## config.mk

```make
export PLATFORM = sky130hd
export DESIGN_NAME = sseg_scan_mux
export DESIGN_NICKNAME = d
export VERILOG_FILES = /design/src/rtl/sseg_pkg.sv /design/src/rtl/bcd_to_sseg.sv /design/src/rtl/sseg_scan_mux.sv
export SDC_FILE = /design/constraint.sdc
export NUM_CORES = 1
export LEC_CHECK = 0
export BUFFER_PORTS_ARGS = -buffer_cell sky130_fd_sc_hd__buf_2
export CELL_PAD_IN_SITES_DETAIL_PLACEMENT = 0
export CELL_PAD_IN_SITES_GLOBAL_PLACEMENT = 2
export CORE_ASPECT_RATIO = 1.25
export CORE_MARGIN = 5
export CORE_UTILIZATION = 34
export CTS_CLUSTER_SIZE = 10
export DETAILED_ROUTE_END_ITERATION = 16
export PLACE_DENSITY_LB_ADDON = 0.08
export SLEW_MARGIN = 0
export SYNTH_ARGS = -nofsm -noshare
export SYNTH_HDL_FRONTEND = slang
export SYNTH_SLANG_ARGS = --single-unit
```

## constraint.sdc

```tcl
create_clock -name clk -period 2.4 [get_ports clk]
set_clock_uncertainty 0.15 [all_clocks]
set_input_delay 0.12 -clock clk [delete_from_list [all_inputs] [get_ports clk]]
set_output_delay 0.12 -clock clk [all_outputs]
set_load 0.02 [all_outputs]
```

## src/rtl/sseg_pkg.sv

```systemverilog
// rtl/sseg_pkg.sv - shared segment/anode constants and digit index type for sseg_scan_mux
package sseg_pkg;

  typedef logic [1:0] digit_idx_t;

  localparam logic [6:0] SEG_0    = 7'b1000000;
  localparam logic [6:0] SEG_1    = 7'b1111001;
  localparam logic [6:0] SEG_2    = 7'b0100100;
  localparam logic [6:0] SEG_3    = 7'b0110000;
  localparam logic [6:0] SEG_4    = 7'b0011001;
  localparam logic [6:0] SEG_5    = 7'b0010010;
  localparam logic [6:0] SEG_6    = 7'b0000010;
  localparam logic [6:0] SEG_7    = 7'b1111000;
  localparam logic [6:0] SEG_8    = 7'b0000000;
  localparam logic [6:0] SEG_9    = 7'b0010000;
  localparam logic [6:0] SEG_DASH = 7'b0111111;
  localparam logic [6:0] SEG_OFF  = 7'h7F;
  localparam logic [3:0] AN_OFF   = 4'b1111;

endpackage

```

## src/rtl/bcd_to_sseg.sv

```systemverilog
// rtl/bcd_to_sseg.sv - combinational BCD to active-low {g..a} decoder, codes 10..15 show a dash
module bcd_to_sseg
  import sseg_pkg::*;
(
  input  logic [3:0] bcd,
  output logic [6:0] seg
);

  always_comb begin
    seg = SEG_DASH;
    case (bcd)
      4'd0: seg = SEG_0;
      4'd1: seg = SEG_1;
      4'd2: seg = SEG_2;
      4'd3: seg = SEG_3;
      4'd4: seg = SEG_4;
      4'd5: seg = SEG_5;
      4'd6: seg = SEG_6;
      4'd7: seg = SEG_7;
      4'd8: seg = SEG_8;
      4'd9: seg = SEG_9;
      default: seg = SEG_DASH;
    endcase
  end

endmodule

```

## src/rtl/sseg_scan_mux.sv

```systemverilog
// rtl/sseg_scan_mux.sv - 4-digit common-anode scan multiplexer; SSEG_LEADING_ZERO_BLANK_EN enables leading-zero suppression
module sseg_scan_mux
  import sseg_pkg::*;
#(
  parameter  int DIV   = 100000,
  localparam int CNT_W = $clog2(DIV)
) (
  input  logic       clk,
  input  logic       reset_n,
  input  logic [3:0] d3,
  input  logic [3:0] d2,
  input  logic [3:0] d1,
  input  logic [3:0] d0,
  input  logic [3:0] dp_in,
  input  logic       blank,
  output logic [3:0] an,
  output logic [7:0] sseg
);

  logic [CNT_W-1:0] cnt_q, cnt_d;
  digit_idx_t       idx_q, idx_d;
  logic [3:0]       an_q, an_d;
  logic [7:0]       sseg_q, sseg_d;
  logic [3:0]       digit;
  logic [6:0]       seg;
  logic             suppress;
  logic             terminal;

  bcd_to_sseg u_dec (
    .bcd (digit),
    .seg (seg)
  );

  always_comb begin
    terminal = (cnt_q == CNT_W'(DIV - 1));
    cnt_d    = terminal ? '0 : cnt_q + 1'b1;
    idx_d    = terminal ? idx_q + 2'd1 : idx_q;
  end

  always_comb begin
    digit = d0;
    case (idx_q)
      2'd0: digit = d0;
      2'd1: digit = d1;
      2'd2: digit = d2;
      2'd3: digit = d3;
      default: digit = d0;
    endcase
  end

`ifdef SSEG_LEADING_ZERO_BLANK_EN
  // A slot is dark when it and every digit to its left are zero; digit 0 always shows.
  always_comb begin
    suppress = 1'b0;
    case (idx_q)
      2'd3: suppress = (d3 == 4'd0);
      2'd2: suppress = (d3 == 4'd0) && (d2 == 4'd0);
      2'd1: suppress = (d3 == 4'd0) && (d2 == 4'd0) && (d1 == 4'd0);
      default: suppress = 1'b0;
    endcase
  end
`else
  assign suppress = 1'b0;
`endif

  always_comb begin
    an_d   = AN_OFF;
    sseg_d = {1'b1, SEG_OFF};
    if (!blank && !suppress) begin
      an_d   = ~(4'b0001 << idx_q);
      sseg_d = {~dp_in[idx_q], seg};
    end
  end

  always_ff @(posedge clk or negedge reset_n) begin
    if (!reset_n) begin
      cnt_q  <= '0;
      idx_q  <= '0;
      an_q   <= AN_OFF;
      sseg_q <= 8'hFF;
    end else begin
      cnt_q  <= cnt_d;
      idx_q  <= idx_d;
      an_q   <= an_d;
      sseg_q <= sseg_d;
    end
  end

  assign an   = an_q;
  assign sseg = sseg_q;

endmodule

```

==> impl_metrics.json <==
{
  "grt_usage_pct": 12.43,
  "worstPathRequired_ns": 2.45,
  "placed_cell_area_um2": 1868,
  "crit_slowest_cell": "dfrtp_1",
  "period_minus_slack_ns": 2.233,
  "place_congestion": 0.8107,
  "startpoint_type": "register",
  "leakage_nw": 0.9003,
  "layout-drive-gt1-share_pct": 36.41,
  "grt_max_degree": 32,
  "drtAntennaViolNets": 0,
  "finalNetCount": 215,
  "synth_top_family_by_area": "simple AND/OR/NAND/NOR gates",
  "hold_violations": 0,
  "grt_pass1_vias": 1345,
  "synth.area.mux_share_pct": 7.549,
  "slew_headroom_pct": 52.94,
  "yosys.area.top_type": "dfrtp_1",
  "cts.sinks": 31,
  "synthFlopType": "dfrtp_1",
  "cts_setup_buffers": 0,
  "peakVddDrop_v": 0.0002574,
  "initialDrtViolationCount": 39,
  "top_level_ports": 35,
  "setup.worst_path.end_class": "register",
  "netlist.area_leader.share_pct": 29.57,
  "die_h_um": 86.89,
  "criticalPathCategory": "register to register",
  "drc": 0,
  "fin_area_um2": 1999,
  "worst_slack_ns": 0.1668,
  "setup_viol": 0,
  "vias": 1212,
  "cts_tree": "built",
  "synth-seq-cells": 31,
  "yosys.area_share.simple_pct": 17.59,
  "die-area_um2": 6213,
  "comb_power_share_pct": 7.7,
  "initial_core_util_pct": 34.51,
  "port_buffers": 34,
  "core_um2": 4659,
  "rrSetupSlack_ns": 0.17,
  "hp-class": "primary input to register",
  "fin_crit_sh_pct": 93.05,
  "ys_async_sr_fraction_pct": 100.0,
  "slowest_delay_ns": 0.42,
  "ys_warn_count": 0,
  "grt_pass1_wl_mm": 5.975,
  "slew_viol_final": 0,
  "rsz0062_at_grt": "false",
  "final_common_cell": "buf_2",
  "synth_compound_area_share_pct": 8.482,
  "status": "completed",
  "worst_pin_slew_ns": 0.7059,
  "dp_cells": 235,
  "syn-num-nets": 172,
  "cts_max_path_buffers": 2,
  "synthTopCellsByArea": "dfrtp_1, dfstp_2, ha_1, xor2_1, mux2i_1",
  "final_cell_mix": "buf_2, dfrtp_1, dfstp_2",
  "syn-mean-instance-area_um2": 11.48,
  "fmax_ghz": 0.4478,
  "cts_max_level": 2,
  "netlist_instances": 140,
  "power_density_nw_per_um2": 577.6,
  "cts_root_buf": "clkbuf_8",
  "yosysSeqAreaShare_pct": 49.18,
  "synth-edff-count": 0,
  "p_sw_share_pct": 21.13,
  "cp.arrival_ns": 2.28,
  "pre_cts_ws_ns": 0.1716,
  "numCtsBuffers": 5,
  "antenna_found_initial": 0,
  "finalSetupTns_ns": 0,
  "hpwlAfterDp_mm": 2.674,
  "die_w_um": 71.51,
  "drv_cap": 0,
  "syn_area_um2": 1608,
  "synth-xor-area-share_pct": 7.626,
  "synth_cell_type_count": 35,
  "fin_cells": 244,
  "post_drt_wl_per_cell_um": 14.04,
  "switchingPower_uw": 244.1,
  "insertion_delay_ns": 0.28,
  "firstDrtPassIters": 4,
  "via_per_inst": 4.967,
  "power.share.clock_pct": 45.4,
  "crit_path_max_fanout": 5,
  "yosys.area_share.adder_pct": 7.004,
  "clk_pin_slew_ns": 0.07,
  "wl_mm": 3.425,
  "grt-ovfl-total": 0,
  "critPathMostFrequentCell": "ha_1",
  "power_frac_seq_pct": 46.9,
  "syn_to_final_growth_pct": 24.36,
  "p_int_uw": 910.8,
  "row_count": 28,
  "cp_cell_sequence": "inv_1 > ha_1 > a222oi_1 > mux2i_2 > ha_1 > o21ai_0 > nand4b_1",
  "num_antenna_cells": 0
}
==> metrics by stage <==
stage / utilization [%] / total power, mW / hold WS, ns
6_report: 42.91 / 1.155 / 0.01126
5_1_grt: 42.91 / 1.209 / 0.02370
4_1_cts: 42.83 / 1.177 / 0.002846
3_5_place_dp: 40.09 / 0.6399 / 0.06194
3_3_place_gp: 40.09 / 0.6399 / 0.04788
2_1_floorplan: - / 0.5950 / -0.3256
==> kinds of logic (layout without fill, tap and decap cells) <==
| logic type | Yosys count | count (layout) |
|---|---|---|
| AND/OR/NAND/NOR | 47 | 47 |
| AO/OA/AOI/OAI | 18 | 18 |
| buffers and inverters | 11 | 55 |
| multiplexers | 10 | 10 |
| flip-flops | 31 | 31 |
| adder cells (fa/ha/maj) | 9 | 9 |
| XOR/XNOR | 14 | 14 |
==> sequential cells by signal, summed over array words and instances (netlist names) <==
| register | flops |
|---|---|
| an | 4 |
| sseg | 8 |
| idx_q | 2 |
| cnt_q | 17 |
==> path summary, 6_finish.rpt <==
path / start / endpoint / cells after the start
max: idx_q[1] / sseg[3] / 7
min: blank / an[3] / 2
max reg2reg: idx_q[1] / sseg[3] / 7
min reg2reg: cnt_q[8] / cnt_q[8] / 1
max in group asynchronous: reset_n / cnt_q[16] / 2
min in group asynchronous: reset_n / cnt_q[12] / 2
==> cell type report <==
cell class / instances / area [um2]
clock buffer: 6 / 82.58
sequential: 31 / 790.8
inverter: 9 / 33.78
fill: 455 / 2660
tap: 60 / 75.07
timing repair buffer: 38 / 202.7
multi-input combinational: 98 / 779.5
clock inverter: 2 / 35.03
==> critical path: cells and delay by family (launching register included) <==
| family | cells | cell delay (ns) |
|---|---|---|
| compound gates | 2 | 0.58 |
| fa+ha+maj | 2 | 0.60 |
| flops | 1 | 0.42 |
| buf+inv | 1 | 0.10 |
| simple gates | 1 | 0.11 |
| mux | 1 | 0.20 |
==> Yosys cell counts (all sizes together), types with 3 or more instances <==
master and count:
dfrtp 19, dfstp 12, ha 9, inv 9
nor2 9, xor2 9, nand2 8, nand3 7
mux2i 5, nand2b 5, xnor2 5, a222oi 4
mux2 4, nand4 4, and4 3, nand4b 3
o21ai 3
==> power by group through the flow <==
| stage | Combinational, mW | Sequential [mW] | Clock, mW |
|---|---|---|---|
| 2_1_floorplan | 0.0307 | 0.564 | 0 |
| 3_3_place_gp | 0.0893 | 0.551 | 0 |
| 3_5_place_dp | 0.0894 | 0.551 | 0 |
| 4_1_cts | 0.0909 | 0.541 | 0.545 |
| 5_1_grt | 0.101 | 0.542 | 0.566 |
| 6_report | 0.0893 | 0.541 | 0.524 |
==> timing repair <==
item | CTS | global route
endpoints found under the hold margin | 19 | 0
hold buffers | 1 | 0
setup endpoints to repair | 0 | 1
resized for setup | 0 | 1
==> routing by layer <==
layer  vias to the layer above  routed length, um  GRT usage (%)
li1                        585                  -              -
met1                       591               1330          12.75
met2                        31               1886          22.99
met3                         5                156          3.926
met4                         0                 51          5.128
met5                         -                  0              0
No activity file was read; power rests on OpenSTA's default activity.
